File: src/rtl/ctrl_decode_stage.sv
// Registered ID-stage decoder: RV32I (+ optional M, CSR) into an ID/EX control bundle,
// with a valid/ready handshake and a trap FSM for interrupts and synchronous exceptions.
module ctrl_decode_stage #(
    parameter int XLEN    = 32,
    parameter int NUM_IRQ = 4,
    parameter int EN_M    = 0,
    parameter int EN_CSR  = 1
) (
    input  logic               i_clk,
    input  logic               i_rst_n,
    input  logic               i_valid,
    output logic               o_ready,
    input  logic [31:0]        i_instr,
    input  logic [XLEN-1:0]    i_pc,
    input  logic               i_flush,
    output logic               o_valid,
    input  logic               i_ex_ready,
    output logic [XLEN-1:0]    o_pc,
    output logic               o_rd_wren,
    output logic               o_br_un,
    output logic               o_opa_sel,
    output logic [1:0]         o_opb_sel,
    output logic [3:0]         o_alu_op,
    output logic               o_lsu_wren,
    output logic [1:0]         o_wb_sel,
    output logic [2:0]         o_ld_en,
    output logic               o_csr_en,
    output logic [2:0]         o_csr_op,
    output logic               o_md_en,
    output logic               o_mret,
    input  logic               i_mie,
    input  logic [NUM_IRQ-1:0] i_irq,
    output logic               o_trap_req,
    output logic [4:0]         o_trap_cause,
    output logic [XLEN-1:0]    o_trap_pc,
    input  logic               i_trap_ack
);
    typedef enum logic [1:0] {ST_RUN, ST_TRAP, ST_DRAIN} state_t;

    typedef struct packed {
        logic       rd_wren;
        logic       br_un;
        logic       opa_sel;
        logic [1:0] opb_sel;
        logic [3:0] alu_op;
        logic       lsu_wren;
        logic [1:0] wb_sel;
        logic [2:0] ld_en;
        logic       csr_en;
        logic [2:0] csr_op;
        logic       md_en;
        logic       mret;
    } ctl_t;

    localparam logic [6:0]  OP_R     = 7'b0110011;
    localparam logic [6:0]  OP_I     = 7'b0010011;
    localparam logic [6:0]  OP_LD    = 7'b0000011;
    localparam logic [6:0]  OP_ST    = 7'b0100011;
    localparam logic [6:0]  OP_BR    = 7'b1100011;
    localparam logic [6:0]  OP_JAL   = 7'b1101111;
    localparam logic [6:0]  OP_JALR  = 7'b1100111;
    localparam logic [6:0]  OP_LUI   = 7'b0110111;
    localparam logic [6:0]  OP_AUIPC = 7'b0010111;
    localparam logic [6:0]  OP_SYS   = 7'b1110011;
    localparam logic [31:0] INS_ECALL  = 32'h0000_0073;
    localparam logic [31:0] INS_EBREAK = 32'h0010_0073;
    localparam logic [31:0] INS_MRET   = 32'h3020_0073;
    localparam logic [3:0]  ALU_ADD  = 4'b0000;
    localparam logic [3:0]  ALU_PASS = 4'b1111;

    state_t        r_state, w_state_nxt;
    ctl_t          r_ctl, w_ctl;
    logic          r_valid;
    logic [XLEN-1:0] r_pc, r_trap_pc;
    logic [4:0]    r_cause, w_cause;
    logic          w_legal, w_ecall, w_ebreak;
    logic          w_irq_pend, w_take, w_trap, w_issue;
    logic [3:0]    w_irq_idx;
    logic [6:0]    w_opc, w_f7;
    logic [2:0]    w_f3;

    assign w_opc = i_instr[6:0];
    assign w_f3  = i_instr[14:12];
    assign w_f7  = i_instr[31:25];

    always_comb begin
        w_ctl    = '0;
        w_legal  = 1'b0;
        w_ecall  = 1'b0;
        w_ebreak = 1'b0;
        case (w_opc)
            OP_R: begin
                w_ctl.rd_wren = 1'b1;
                w_ctl.wb_sel  = 2'b01;
                w_ctl.alu_op  = {w_f7[5], w_f3};
                if (w_f7 == 7'b0000000 ||
                    (w_f7 == 7'b0100000 && (w_f3 == 3'b000 || w_f3 == 3'b101))) begin
                    w_legal = 1'b1;
                end else if (EN_M != 0 && w_f7 == 7'b0000001) begin
                    w_legal      = 1'b1;
                    w_ctl.md_en  = 1'b1;
                end
            end
            OP_I: begin
                w_ctl.rd_wren = 1'b1;
                w_ctl.opb_sel = 2'b01;
                w_ctl.wb_sel  = 2'b01;
                if (w_f3 == 3'b001) begin
                    w_legal      = (w_f7 == 7'b0000000);
                    w_ctl.alu_op = {1'b0, w_f3};
                end else if (w_f3 == 3'b101) begin
                    w_legal      = (w_f7 == 7'b0000000) || (w_f7 == 7'b0100000);
                    w_ctl.alu_op = {w_f7[5], w_f3};
                end else begin
                    w_legal      = 1'b1;
                    w_ctl.alu_op = {1'b0, w_f3};
                end
            end
            OP_LD: begin
                w_legal       = (w_f3 != 3'b011) && (w_f3 != 3'b110) && (w_f3 != 3'b111);
                w_ctl.rd_wren = 1'b1;
                w_ctl.opb_sel = 2'b01;
                w_ctl.alu_op  = ALU_ADD;
                w_ctl.ld_en   = w_f3;
            end
            OP_ST: begin
                w_legal        = (w_f3[2] == 1'b0) && (w_f3 != 3'b011);
                w_ctl.lsu_wren = 1'b1;
                w_ctl.opb_sel  = 2'b01;
                w_ctl.ld_en    = w_f3;
            end
            OP_BR: begin
                w_legal       = (w_f3 != 3'b010) && (w_f3 != 3'b011);
                w_ctl.br_un   = ~w_f3[1];
                w_ctl.opa_sel = 1'b1;
                w_ctl.opb_sel = 2'b01;
            end
            OP_JAL, OP_JALR: begin
                w_legal       = (w_opc == OP_JAL) || (w_f3 == 3'b000);
                w_ctl.rd_wren = 1'b1;
                w_ctl.opa_sel = (w_opc == OP_JAL);
                w_ctl.opb_sel = 2'b01;
                w_ctl.wb_sel  = 2'b10;
            end
            OP_LUI, OP_AUIPC: begin
                w_legal       = 1'b1;
                w_ctl.rd_wren = 1'b1;
                w_ctl.opa_sel = (w_opc == OP_AUIPC);
                w_ctl.opb_sel = 2'b01;
                w_ctl.alu_op  = (w_opc == OP_LUI) ? ALU_PASS : ALU_ADD;
                w_ctl.wb_sel  = 2'b01;
            end
            OP_SYS: begin
                if (EN_CSR != 0) begin
                    // ecall/ebreak are "legal" encodings that still trap below
                    if (w_f3 == 3'b000) begin
                        w_ecall    = (i_instr == INS_ECALL);
                        w_ebreak   = (i_instr == INS_EBREAK);
                        w_ctl.mret = (i_instr == INS_MRET);
                        w_legal    = w_ecall || w_ebreak || w_ctl.mret;
                    end else if (w_f3 != 3'b100) begin
                        w_legal       = 1'b1;
                        w_ctl.rd_wren = 1'b1;
                        w_ctl.opb_sel = 2'b10;
                        w_ctl.alu_op  = ALU_PASS;
                        w_ctl.wb_sel  = 2'b01;
                        w_ctl.csr_en  = 1'b1;
                        w_ctl.csr_op  = w_f3;
                    end
                end
            end
            default: w_legal = 1'b0;
        endcase
    end

    // Lowest-numbered pending line wins
    always_comb begin
        w_irq_idx = '0;
        for (int i = NUM_IRQ - 1; i >= 0; i--) begin
            if (i_irq[i]) w_irq_idx = 4'(i);
        end
    end

    assign w_irq_pend = i_mie && (|i_irq);
    assign w_take     = i_valid && o_ready && !i_flush;
    assign w_trap     = w_take && (w_irq_pend || !w_legal || w_ecall || w_ebreak);
    assign w_issue    = w_take && !w_trap;

    always_comb begin
        if (w_irq_pend)    w_cause = {1'b1, w_irq_idx};
        else if (!w_legal) w_cause = 5'b00010;
        else if (w_ecall)  w_cause = 5'b01011;
        else               w_cause = 5'b00011;
    end

    always_ff @(posedge i_clk or negedge i_rst_n) begin
        if (!i_rst_n) r_state <= ST_RUN;
        else          r_state <= w_state_nxt;
    end

    always_comb begin
        w_state_nxt = r_state;
        o_ready     = 1'b0;
        o_trap_req  = 1'b0;
        case (r_state)
            ST_RUN: begin
                o_ready = !r_valid || i_ex_ready;
                if (w_trap) w_state_nxt = ST_TRAP;
            end
            ST_TRAP: begin
                o_trap_req = 1'b1;
                if (i_trap_ack) w_state_nxt = ST_DRAIN;
            end
            ST_DRAIN: w_state_nxt = ST_RUN;
            default:  w_state_nxt = ST_RUN;
        endcase
    end

    // An accepted instruction replaces the slot in the same cycle the old bundle leaves
    always_ff @(posedge i_clk or negedge i_rst_n) begin
        if (!i_rst_n) begin
            r_valid   <= 1'b0;
            r_ctl     <= '0;
            r_pc      <= '0;
            r_cause   <= '0;
            r_trap_pc <= '0;
        end else begin
            if (r_state == ST_RUN && i_flush) r_valid <= 1'b0;
            else if (w_issue)                 r_valid <= 1'b1;
            else if (i_ex_ready)              r_valid <= 1'b0;
            if (w_issue) begin
                r_ctl <= w_ctl;
                r_pc  <= i_pc;
            end
            if (w_trap) begin
                r_cause   <= w_cause;
                r_trap_pc <= i_pc;
            end
        end
    end

    assign o_valid      = r_valid;
    assign o_pc         = r_pc;
    assign o_rd_wren    = r_ctl.rd_wren;
    assign o_br_un      = r_ctl.br_un;
    assign o_opa_sel    = r_ctl.opa_sel;
    assign o_opb_sel    = r_ctl.opb_sel;
    assign o_alu_op     = r_ctl.alu_op;
    assign o_lsu_wren   = r_ctl.lsu_wren;
    assign o_wb_sel     = r_ctl.wb_sel;
    assign o_ld_en      = r_ctl.ld_en;
    assign o_csr_en     = r_ctl.csr_en;
    assign o_csr_op     = r_ctl.csr_op;
    assign o_md_en      = r_ctl.md_en;
    assign o_mret       = r_ctl.mret;
    assign o_trap_cause = r_cause;
    assign o_trap_pc    = r_trap_pc;
endmodule

File: config.mk
export PLATFORM = sky130hd
export DESIGN_NAME = ctrl_decode_stage
export DESIGN_NICKNAME = d
export VERILOG_FILES = /design/src/rtl/ctrl_decode_stage.sv
export SDC_FILE = /design/constraint.sdc
export NUM_CORES = 1
export LEC_CHECK = 0
export CORE_AREA = 2 2 154 126
export DETAILED_ROUTE_END_ITERATION = 16
export DIE_AREA = 0 0 156 128
export DONT_BUFFER_PORTS = 1
export RECOVER_POWER = 25
export SYNTH_ARGS = -nofsm -noshare
export SYNTH_HDL_FRONTEND = slang
export SYNTH_SLANG_ARGS = --single-unit
File: constraint.sdc
create_clock -name i_clk -period 1.6 [get_ports i_clk]
set_input_delay 0.08 -clock i_clk [delete_from_list [all_inputs] [get_ports i_clk]]
set_output_delay 0.08 -clock i_clk [all_outputs]
set_load 0.02 [all_outputs]
==> flow_metrics.tcl, run 1 <==
set metrics [dict create \
    cts_num_sinks 91 \
    antenna_left 0 \
    syn_inst 325 \
    antenna_found_initial 0 \
    tritoncts "done" \
    dr.pass1.iters 4 \
    yosys.area.top_type_share_pct 54.39 \
    grt_pass1_vias 3117 \
    finalHoldViolCount 91 \
    synth_edf_count 0 \
    worst-r2r-cell-count 6 \
    rsz0062_at_grt "yes" \
    die_w_um 156 \
    synthFlopType "dfrtp_1" \
    core-area_um2 18520 \
    synthArstFlopShare_pct 100.0 \
    yosys-top-cells-count "dfrtp_1 (91), nand2_1 (29), mux2_4 (28)" \
    holdWs_ns -0.5694 \
    path_clk_slew_ns 0.07 \
    wl_um 11990 \
    synth_area_per_cell_um2 12.88 \
    maxCapViolations 0 \
    violations "hold timing, setup timing" \
    required_ns 1.82 \
    io_pins 168 \
    period_minus_slack_ns 1.811 \
    grt_pass1_wl_um 18020 \
    antenna_cells 0 \
    synthTopCellsByArea "dfrtp_1 (54%), mux2_4 (10%), mux2_1 (5.9%)" \
    hpwl_um 7937 \
    placed_cell_area_um2 4710 \
    io_buffers 0 \
    r2r_end "o_trap_pc[4]" \
    fin_cells 656 \
    num_rows 45 \
    clock-root-buffer "clkbuf_16" \
    setup_tns_ns -14.48 \
    finalWorstSetupSlack_ns -0.2112 \
    yosys.cell_types.count 53 \
    multi_input_area_um2 1861 \
    finClkSkew_ns 0.005174 \
    drv_slew 0 \
    critical_path_class "flip-flop to flip-flop" \
    peakVddDrop_mv 0.4401 \
    hold_class "primary input to async pin" \
    setup_viol 88 \
    synth_area_leader_cell "dfrtp_1" \
    final_cell_area_um2 5713 \
    area_delta_synth_final_pct 36.46 \
    die_h_um 128 \
    drt-initial-drc-count 125 \
    gp_congestion 0.8140 \
    start_util_pct 22.60 \
    wl_per_cell_um 18.28 \
    syn_area_um2 4187 \
    clk_latency_ns 0.34 \
    synth_most_common_cell "dfrtp_1" \
    htreeDepth 3 \
    cts_buffers 9 \
    critical_path_arrival_ns 2.03 \
    crit_end "o_trap_pc[4]" \
    status "finished, violations left" \
    vias_per_cell 4.579 \
    dp.cells 584 \
    worst-r2r-setup-slack_ns -0.21 \
    fin_crit_sh_pct 113.2 \
    dp_slack_ns -0.5298 \
    vias 3004 \
    power_density_nw_per_um2 1069 \
    fill_cells 1823 \
    register_area_um2 2278 \
    start_kind "flip-flop" \
    fmax_mhz 552.1 \
    fp.dieArea_um2 19970 \
    reg2reg_from "o_valid" \
    grt_max_degree 92 \
    crit_start "o_valid" \
    p_total_mw 6.109 \
    yosys_warnings 0 \
    ys_ff_latch 91 \
    grt_use_total_pct 11.98 \
    nets 491 \
    clock_path_buffers 2 \
    drc_errors 0 \
    crit_fanout 15 \
    grt_overflow 0 \
    layout-drive-gt1-share_pct 31.59 \
    crit_path_end_kind "flip-flop" \
    p_leak_nw 2.599 \
    seq_area_frac_synth_pct 54.39 \
]
==> cells in the final DEF (no fill, tap or decap), types with 9 or more instances in the layout <==
| master | n |
|---|---|
| a21oi_1 | 10 |
| buf_4 | 39 |
| clkbuf_16 | 9 |
| dfrtp_1 | 90 |
| dlygate4sd3_1 | 49 |
| mux2_1 | 20 |
| mux2_4 | 41 |
| nand2_1 | 29 |
| nor2_1 | 13 |
| o21ai_0 | 11 |
==> where the power goes <==
group	internal, mW	switching (mW)
Combinational	0.564	0.266
Clock	1.23	0.937
Sequential	2.56	0.546
==> repair_timing <==
item | CTS | global route
hold endpoints to repair | 171 | 92
buffers inserted | 3 | 3
pin swaps | 1 | 7
cloned | 2 | 0
gates resized for setup | 21 | 12
hold buffers | 48 | 1
endpoints found under the setup margin | 87 | 90
==> how the worst min path moves through the flow <==
stage | startpoint | endpoint | cells past startpoint
3_3_place_gp | i_rst_n | o_lsu_wren | 0
6_report | i_rst_n | o_lsu_wren | 0
3_5_place_dp | i_rst_n | o_opb_sel[0] | 0
4_1_cts | i_rst_n | o_opb_sel[0] | 0
5_1_grt | i_rst_n | o_trap_pc[20] | 0
2_1_floorplan | i_rst_n | o_alu_op[0] | 0
==> layer usage <==
layer | vias up | wire length (um) | track usage [%]
met1 | 1501 | 5196 | 15.01
met4 | 0 | 78 | 3.454
met2 | 139 | 5753 | 19.50
met5 | - | 0 | 0
li1 | 1357 | - | -
met3 | 7 | 966 | 4.361
==> logic make-up after synthesis <==
group / count (synthesis) / synth area share, %
compound gates: 55 / 8.936
xor+xnor: 2 / 0.4185
buf+inv: 25 / 4.752
flops: 91 / 54.39
mux: 66 / 20.26
other cells: 1 / 0.08957
simple gates: 85 / 11.15
==> area by class of cell <==
cell class	instances	area share, %
Clock buffer	10	4.008
Tap cell	235	5.147
Timing Repair Buffer	98	16.71
Clock inverter	6	1.292
Inverter	6	0.3942
Multi-Input combinational cell	210	32.57
Sequential cell	91	39.88
==> per-stage QoR <==
step,utilization (%),hold slack [ns]
after detailed placement,25.42,-0.2132
final,30.84,-0.5694
after CTS,30.47,-0.5971
after global placement,25.42,-0.2130
after global routing,30.84,-0.5977
after floorplan,-,-0.2156
==> sequential cells by signal (all words and copies together), names as in the netlist <==
name          count
o_alu_op          4
o_br_un           1
o_csr_en          1
o_csr_op          3
o_ld_en           3
o_lsu_wren        1
o_mret            1
o_opa_sel         1
o_opb_sel         2
o_pc             32
o_rd_wren         1
o_trap_cause      4
o_trap_pc        32
o_valid           1
o_wb_sel          2
r_state           2
==> worst max-delay path, cell delays in order, from the launching register on <==
cell	delay, ns
dfrtp_2	0.41
nor2b_4	0.14
nor3_4	0.12
and3b_2	0.25
o21a_4	0.25
buf_16	0.21
mux2_4	0.32
(Power assumes the default switching activity.)
==> inputs of run 2 (changes only) <==
--- a/config.mk
+++ b/config.mk
@@ -5,9 +5,10 @@
 export SDC_FILE = /design/constraint.sdc
 export NUM_CORES = 1
 export LEC_CHECK = 0
-export CORE_AREA = 2 2 154 126
+export ABC_AREA = 1
+export CORE_AREA = 4 4 124 173
 export DETAILED_ROUTE_END_ITERATION = 16
-export DIE_AREA = 0 0 156 128
+export DIE_AREA = 0 0 128 177
 export DONT_BUFFER_PORTS = 1
 export RECOVER_POWER = 25
 export SYNTH_ARGS = -nofsm -noshare
==> run 2 against run 1 <==
The run ends with hold timing left. Critical path depth is 2 higher. Cell count is 41% higher. Clock skew hardly changed. Synthesized area is 7.4% higher. Core utilization is 0.12 points lower. Hold slack hardly changed. Via count is 41% higher. Combinational power is 1% higher. Flip-flop and latch count stayed put.
==> flow_metrics.tcl, run 2 <==
set metrics [dict create \
    status "finished, violations left" \
    violations "hold timing" \
    die_h_um 177 \
    synth_most_common_cell "nand2_1" \
    crit_fanout 8 \
    path_cells "nor2_2 -> nand2_2 -> nor2_4 -> nand4_4 -> buf_12 -> clkbuf_16 -> nand2_1 -> nand2_1" \
    slowest_stage "dfrtp_1" \
    fin_crit_sh_pct 93.64 \
    p_int_mw 4.253 \
    required_ns 1.82 \
    hpwl_um 10910 \
    p_total_mw 6.372 \
    dp.cells 854 \
    critical_path_class "flip-flop to flip-flop" \
    critPathMaxStageDelay_ns 0.39 \
    htreeDepth 3 \
    drv_slew 0 \
    antenna_cells 0 \
    grt_pass1_vias 4110 \
    power_frac_seq_pct 52.6 \
    fill_cells 2057 \
    finClkSkew_ns 0.005450 \
    drt-initial-drc-count 142 \
    wl_um 15870 \
    switching_power_mw 2.119 \
    grt_max_degree 92 \
    fin_cells 924 \
    power_density_nw_per_um2 1045 \
    finalHoldViolCount 91 \
    p_leak_nw 3.138 \
    crit_path_end_kind "flip-flop" \
    yosys-top-cells-count "nand2_1 (233), dfrtp_1 (91), nand4_1 (54)" \
    fp.dieArea_um2 22660 \
    cts_num_sinks 91 \
    grt_overflow 0 \
    holdWs_ns -0.5697 \
    io_buffers 0 \
    pwr-share-comb_pct 13.2 \
    critical_path_arrival_ns 1.72 \
    ys_ff_latch 91 \
    seq_area_frac_synth_pct 50.63 \
    start_kind "flip-flop" \
    fmax_mhz 667.5 \
    clock-root-buffer "clkbuf_16" \
    fin_util_pct 30.72 \
    final_common_cell "nand2_1" \
    grt_pass1_wl_um 23070 \
    period_minus_slack_ns 1.498 \
    p_clk_share_pct 34.2 \
    setup_viol 0 \
    die_w_um 128 \
    grt_use_total_pct 12.93 \
    synth_area_leader_cell "dfrtp_1" \
    synth_area_per_cell_um2 7.676 \
    num_rows 61 \
    met2_usage_pct 22.64 \
    grt_busiest_layer "met2" \
    yosys.area.top_type_share_pct 50.63 \
    maxCapViolations 0 \
    drc_errors 0 \
    grt_use_met1_pct 14.87 \
    core-area_um2 19840 \
    hold_class "primary input to async pin" \
    syn_area_um2 4498 \
    mostFrequentLayoutCells "nand2_1 (231), dfrtp_1 (91), nand4_1 (54)" \
    dr.pass1.iters 4 \
    synthFlopType "dfrtp_1" \
    nets 742 \
    tritoncts "done" \
    clk_latency_ns 0.33 \
    layout-drive-gt1-share_pct 15.48 \
    crit_top_cell "nand2_1" \
    switching_share_pct 33.25 \
    clock_path_buffers 2 \
    crit_family "simple AND/OR/NAND/NOR gates" \
    synth_edf_count 0 \
    peakVddDrop_mv 0.4262 \
    vias 4236 \
    path_clk_slew_ns 0.07 \
    start_util_pct 22.67 \
    use_met3_pct 3.593 \
    yosys.cell_types.count 28 \
    wl_per_cell_um 17.17 \
    antenna_found_initial 0 \
    synthArstFlopShare_pct 100.0 \
    ctsHoldBuffers 36 \
    io_pins 168 \
    cts_buffers 9 \
    gp_congestion 0.8192 \
    vias_per_cell 4.584 \
    critPathBufInv 2 \
    area_delta_synth_final_pct 35.52 \
    synthTopCellsByArea "dfrtp_1 (51%), nand2_1 (19%), nand4_1 (7.5%)" \
    antenna_left 0 \
    syn_inst 586 \
    yosys_warnings 0 \
]
## run 2: worst paths after layout
| path | startpoint | to | slack (ns) | depth (start not counted) |
|---|---|---|---|---|
| max reg2reg | r_state[1] | o_pc[14] | 0.10 | 8 |
| min in group i_clk | i_irq[1] | o_trap_cause[1] | 0.03 | 3 |
| max in group asynchronous | i_rst_n | o_pc[9] | 2.02 | 0 |
| min | i_rst_n | o_pc[26] | -0.57 | 0 |
| max | r_state[1] | o_pc[14] | 0.10 | 8 |
| min reg2reg | r_state[1] | r_state[1] | 0.56 | 2 |
## run 2: cell type report
| class | count | area (um2) | share of cell area, % |
|---|---|---|---|
| Sequential cell | 91 | 2277 | 37.36 |
| Multi-Input combinational cell | 429 | 1962 | 32.18 |
| Timing Repair Buffer | 103 | 1117 | 18.33 |
| Tap cell | 252 | 315.3 | 5.172 |
| Clock buffer | 9 | 225.2 | 3.695 |
| Inverter | 33 | 123.9 | 2.032 |
| Clock inverter | 7 | 75.07 | 1.232 |
## run 2: metal layers
metal / wire length (um) / share of wire [%]
met1: 5939 / 37
met4: 465 / 2.9
met2: 8324 / 52
met3: 1134 / 7.1
met5: 0 / 0
## run 2: power by group through the flow
| stage | combinational [mW] | sequential [mW] | clock (mW) |
|---|---|---|---|
| floorplan | 0.488 | 3.28 | 0 |
| finish | 0.838 | 3.35 | 2.18 |
| CTS | 0.764 | 3.36 | 2.26 |
| global route | 0.965 | 3.39 | 2.34 |
| global placement | 0.642 | 3.39 | 0 |
| detailed placement | 0.658 | 3.41 | 0 |
## run 2: through the flow
step / setup WS (ns) / cell area, um2 / TNS [ns]
4_1_cts: 0.05181 / 5798 / 0
3_3_place_gp: -0.1828 / 5110 / -10.95
6_report: 0.1018 / 6096 / 0
5_1_grt: -0.02620 / 6096 / -0.6435
3_5_place_dp: -0.2192 / 5110 / -13.63
2_1_floorplan: 0.07108 / 4507 / 0
## run 2: what timing repair did
item                                    in CTS  in global routing
buffers inserted                             2                  8
pin swaps                                    1                  9
hold endpoints to repair                   159                 91
endpoints found under the setup margin      39                 85
gates cloned                                 0                  9
gates resized for setup                      0                 16
## run 2: kinds of logic (layout without fill, tap and decap cells)
group / count (synthesis) / after routing / share of synthesized area, %
buffers and inverters: 67 / 152 / 6.648
other: 1 / 2 / 0.08337
DFF: 91 / 91 / 50.63
AOI/OAI and AO/OA: 12 / 12 / 1.474
and+or+nand+nor: 415 / 415 / 41.17
==> inputs of run 3 (changes only) <==
--- a/config.mk
+++ b/config.mk
@@ -6,9 +6,9 @@
 export NUM_CORES = 1
 export LEC_CHECK = 0
 export ABC_AREA = 1
-export CORE_AREA = 4 4 124 173
+export CORE_AREA = 4 4 131 164
 export DETAILED_ROUTE_END_ITERATION = 16
-export DIE_AREA = 0 0 128 177
+export DIE_AREA = 0 0 135 168
 export DONT_BUFFER_PORTS = 1
 export RECOVER_POWER = 25
 export SYNTH_ARGS = -nofsm -noshare
==> run 3 against run 2 <==
The run still ends with hold timing left. Global-route usage shrank 0.29 points. Sequential share of layout area is 1.8 points higher. Combinational power fell by 8.7%. Worst setup slack lost 0.054 ns. Cell count up 0.11%. Clock skew up 0.0051 ns. Die area grew 0.11%. Clock-buffer cell count unchanged. First-iteration DRC count increased by 70%. Flip-flop and latch count stayed put. Routed wire length fell by 6.4%. Cell area is 4.6% lower. Critical path type unchanged. Highest routed layer unchanged.
==> flow_metrics.tcl, run 3 (synthesis gave the netlist of run 2 again) <==
set metrics [dict create \
    start_kind "flip-flop" \
    dp.cells 871 \
    cts_buffers 9 \
    power_density_nw_per_um2 1067 \
    grt_max_degree 92 \
    vias 4135 \
    tritoncts "done" \
    antenna_left 0 \
    fin_crit_sh_pct 97.03 \
    start_util_pct 22.54 \
    p_leak_nw 2.991 \
    die_h_um 168 \
    final_cell_area_um2 5813 \
    core-area_um2 19960 \
    maxCapViolations 0 \
    required_ns 1.82 \
    die_w_um 135 \
    final_common_cell "nand2_1" \
    peakVddDrop_mv 0.4177 \
    dp_slack_ns -0.1366 \
    fin_util_pct 29.13 \
    fmax_mhz 644.1 \
    layout-drive-gt1-share_pct 12.67 \
    antenna_found_initial 0 \
    critical_path_arrival_ns 1.78 \
    period_minus_slack_ns 1.553 \
    htreeDepth 3 \
    drv_slew 0 \
    r2r_end "o_trap_pc[1]" \
    io_pins 168 \
    clock-root-buffer "clkbuf_16" \
    io_buffers 0 \
    num_rows 58 \
    worst-r2r-setup-slack_ns 0.05 \
    finalWorstSetupSlack_ns 0.04745 \
    ctsHoldBuffers 36 \
    grt_overflow 0 \
    gp_congestion 0.8230 \
    vias_per_cell 4.470 \
    setup_viol 0 \
    mostFrequentLayoutCells "nand2_1 (233), dfrtp_1 (91), nand4_1 (54)" \
    drt-initial-drc-count 241 \
    rsz0062_at_grt "yes" \
    finClkSkew_ns 0.01051 \
    fp.dieArea_um2 22680 \
    dr.pass1.iters 4 \
    hold_class "primary input to async pin" \
    crit_path_end_kind "flip-flop" \
    path_clk_slew_ns 0.07 \
    grt_pass1_vias 3996 \
    antenna_cells 0 \
    violations "hold timing" \
    hpwl_um 10910 \
    fin_cells 925 \
    critical_path_class "flip-flop to flip-flop" \
    reg2reg_from "r_state[0]" \
    area_delta_synth_final_pct 29.24 \
    grt_use_total_pct 12.65 \
    worst-r2r-cell-count 8 \
    status "finished, violations left" \
    cts_num_sinks 91 \
    wl_um 14850 \
    setup_tns_ns 0 \
    wl_per_cell_um 16.06 \
    p_total_mw 6.203 \
    nets 725 \
    holdWs_ns -0.5768 \
    clk_latency_ns 0.34 \
    crit_fanout 21 \
    grt_pass1_wl_um 22550 \
    placed_cell_area_um2 5125 \
    clock_path_buffers 2 \
    finalHoldViolCount 91 \
    drc_errors 0 \
]
run 3: cell count changes in the layout (fill, tap and decap cells not counted), moves of 2 or more:
cell	delta
clkinvlp_4	-3
clkinv_4	+2
nor2_1	+2
clkbuf_16	-4
inv_8	+2
nand2_1	+2
buf_12	-3
buf_6	-9
nand2_2	-2
run 3: worst max-delay path by stage:
stage | from | endpoint | slack [ns] | cells past startpoint
3_3_place_gp | i_instr[1] | o_ld_en[1] | -0.12 | 13
6_report | r_state[0] | o_trap_pc[1] | 0.05 | 8
3_5_place_dp | i_instr[1] | o_ld_en[1] | -0.14 | 13
2_1_floorplan | o_valid | o_alu_op[3] | 0.07 | 7
5_1_grt | r_state[0] | o_pc[21] | -0.03 | 7
4_1_cts | r_state[0] | o_trap_pc[14] | 0.01 | 8
run 3: timing repair:
item | CTS | global route
buffers inserted | 0 | 1
resized for setup | 0 | 0
hold endpoints to repair | 159 | 91
endpoints found under the setup margin | 0 | 83
run 3: critical path, stage by stage, from the launching register on:
cell,delay [ns]
dfrtp_1,0.40
nor2_1,0.11
nand2_1,0.10
nor2_4,0.24
buf_4,0.21
nand2_4,0.08
buf_12,0.16
nand2_1,0.06
nand2_1,0.05
run 3: metal layers:
metal  track usage (%)  up-vias  share of wire (%)
met5                 0        -                  0
met4             5.173        0                2.9
met3             4.065       22                8.2
met2             21.40      158                 49
met1             14.75     1921                 39
li1                  -     2034                  -
run 3: power breakdown:
group	switching, mW	total, mW	leakage (nW)	internal, mW
registers	0.713	3.35	1.20	2.64
logic	0.424	0.765	1.64	0.341
clock network	0.988	2.09	0.147	1.10
total	2.12	6.20	2.99	4.08
run 3: layout make-up:
| cell class | count | area, um2 |
|---|---|---|
| multi-input cells | 429 | 1938 |
| fillers | 2103 | 14140 |
| repair buffers | 86 | 840.8 |
| flip-flops and latches | 91 | 2277 |
| clock inverters | 7 | 70.07 |
| inverters | 33 | 123.9 |
| well taps | 270 | 337.8 |
| clock buffers | 9 | 225.2 |
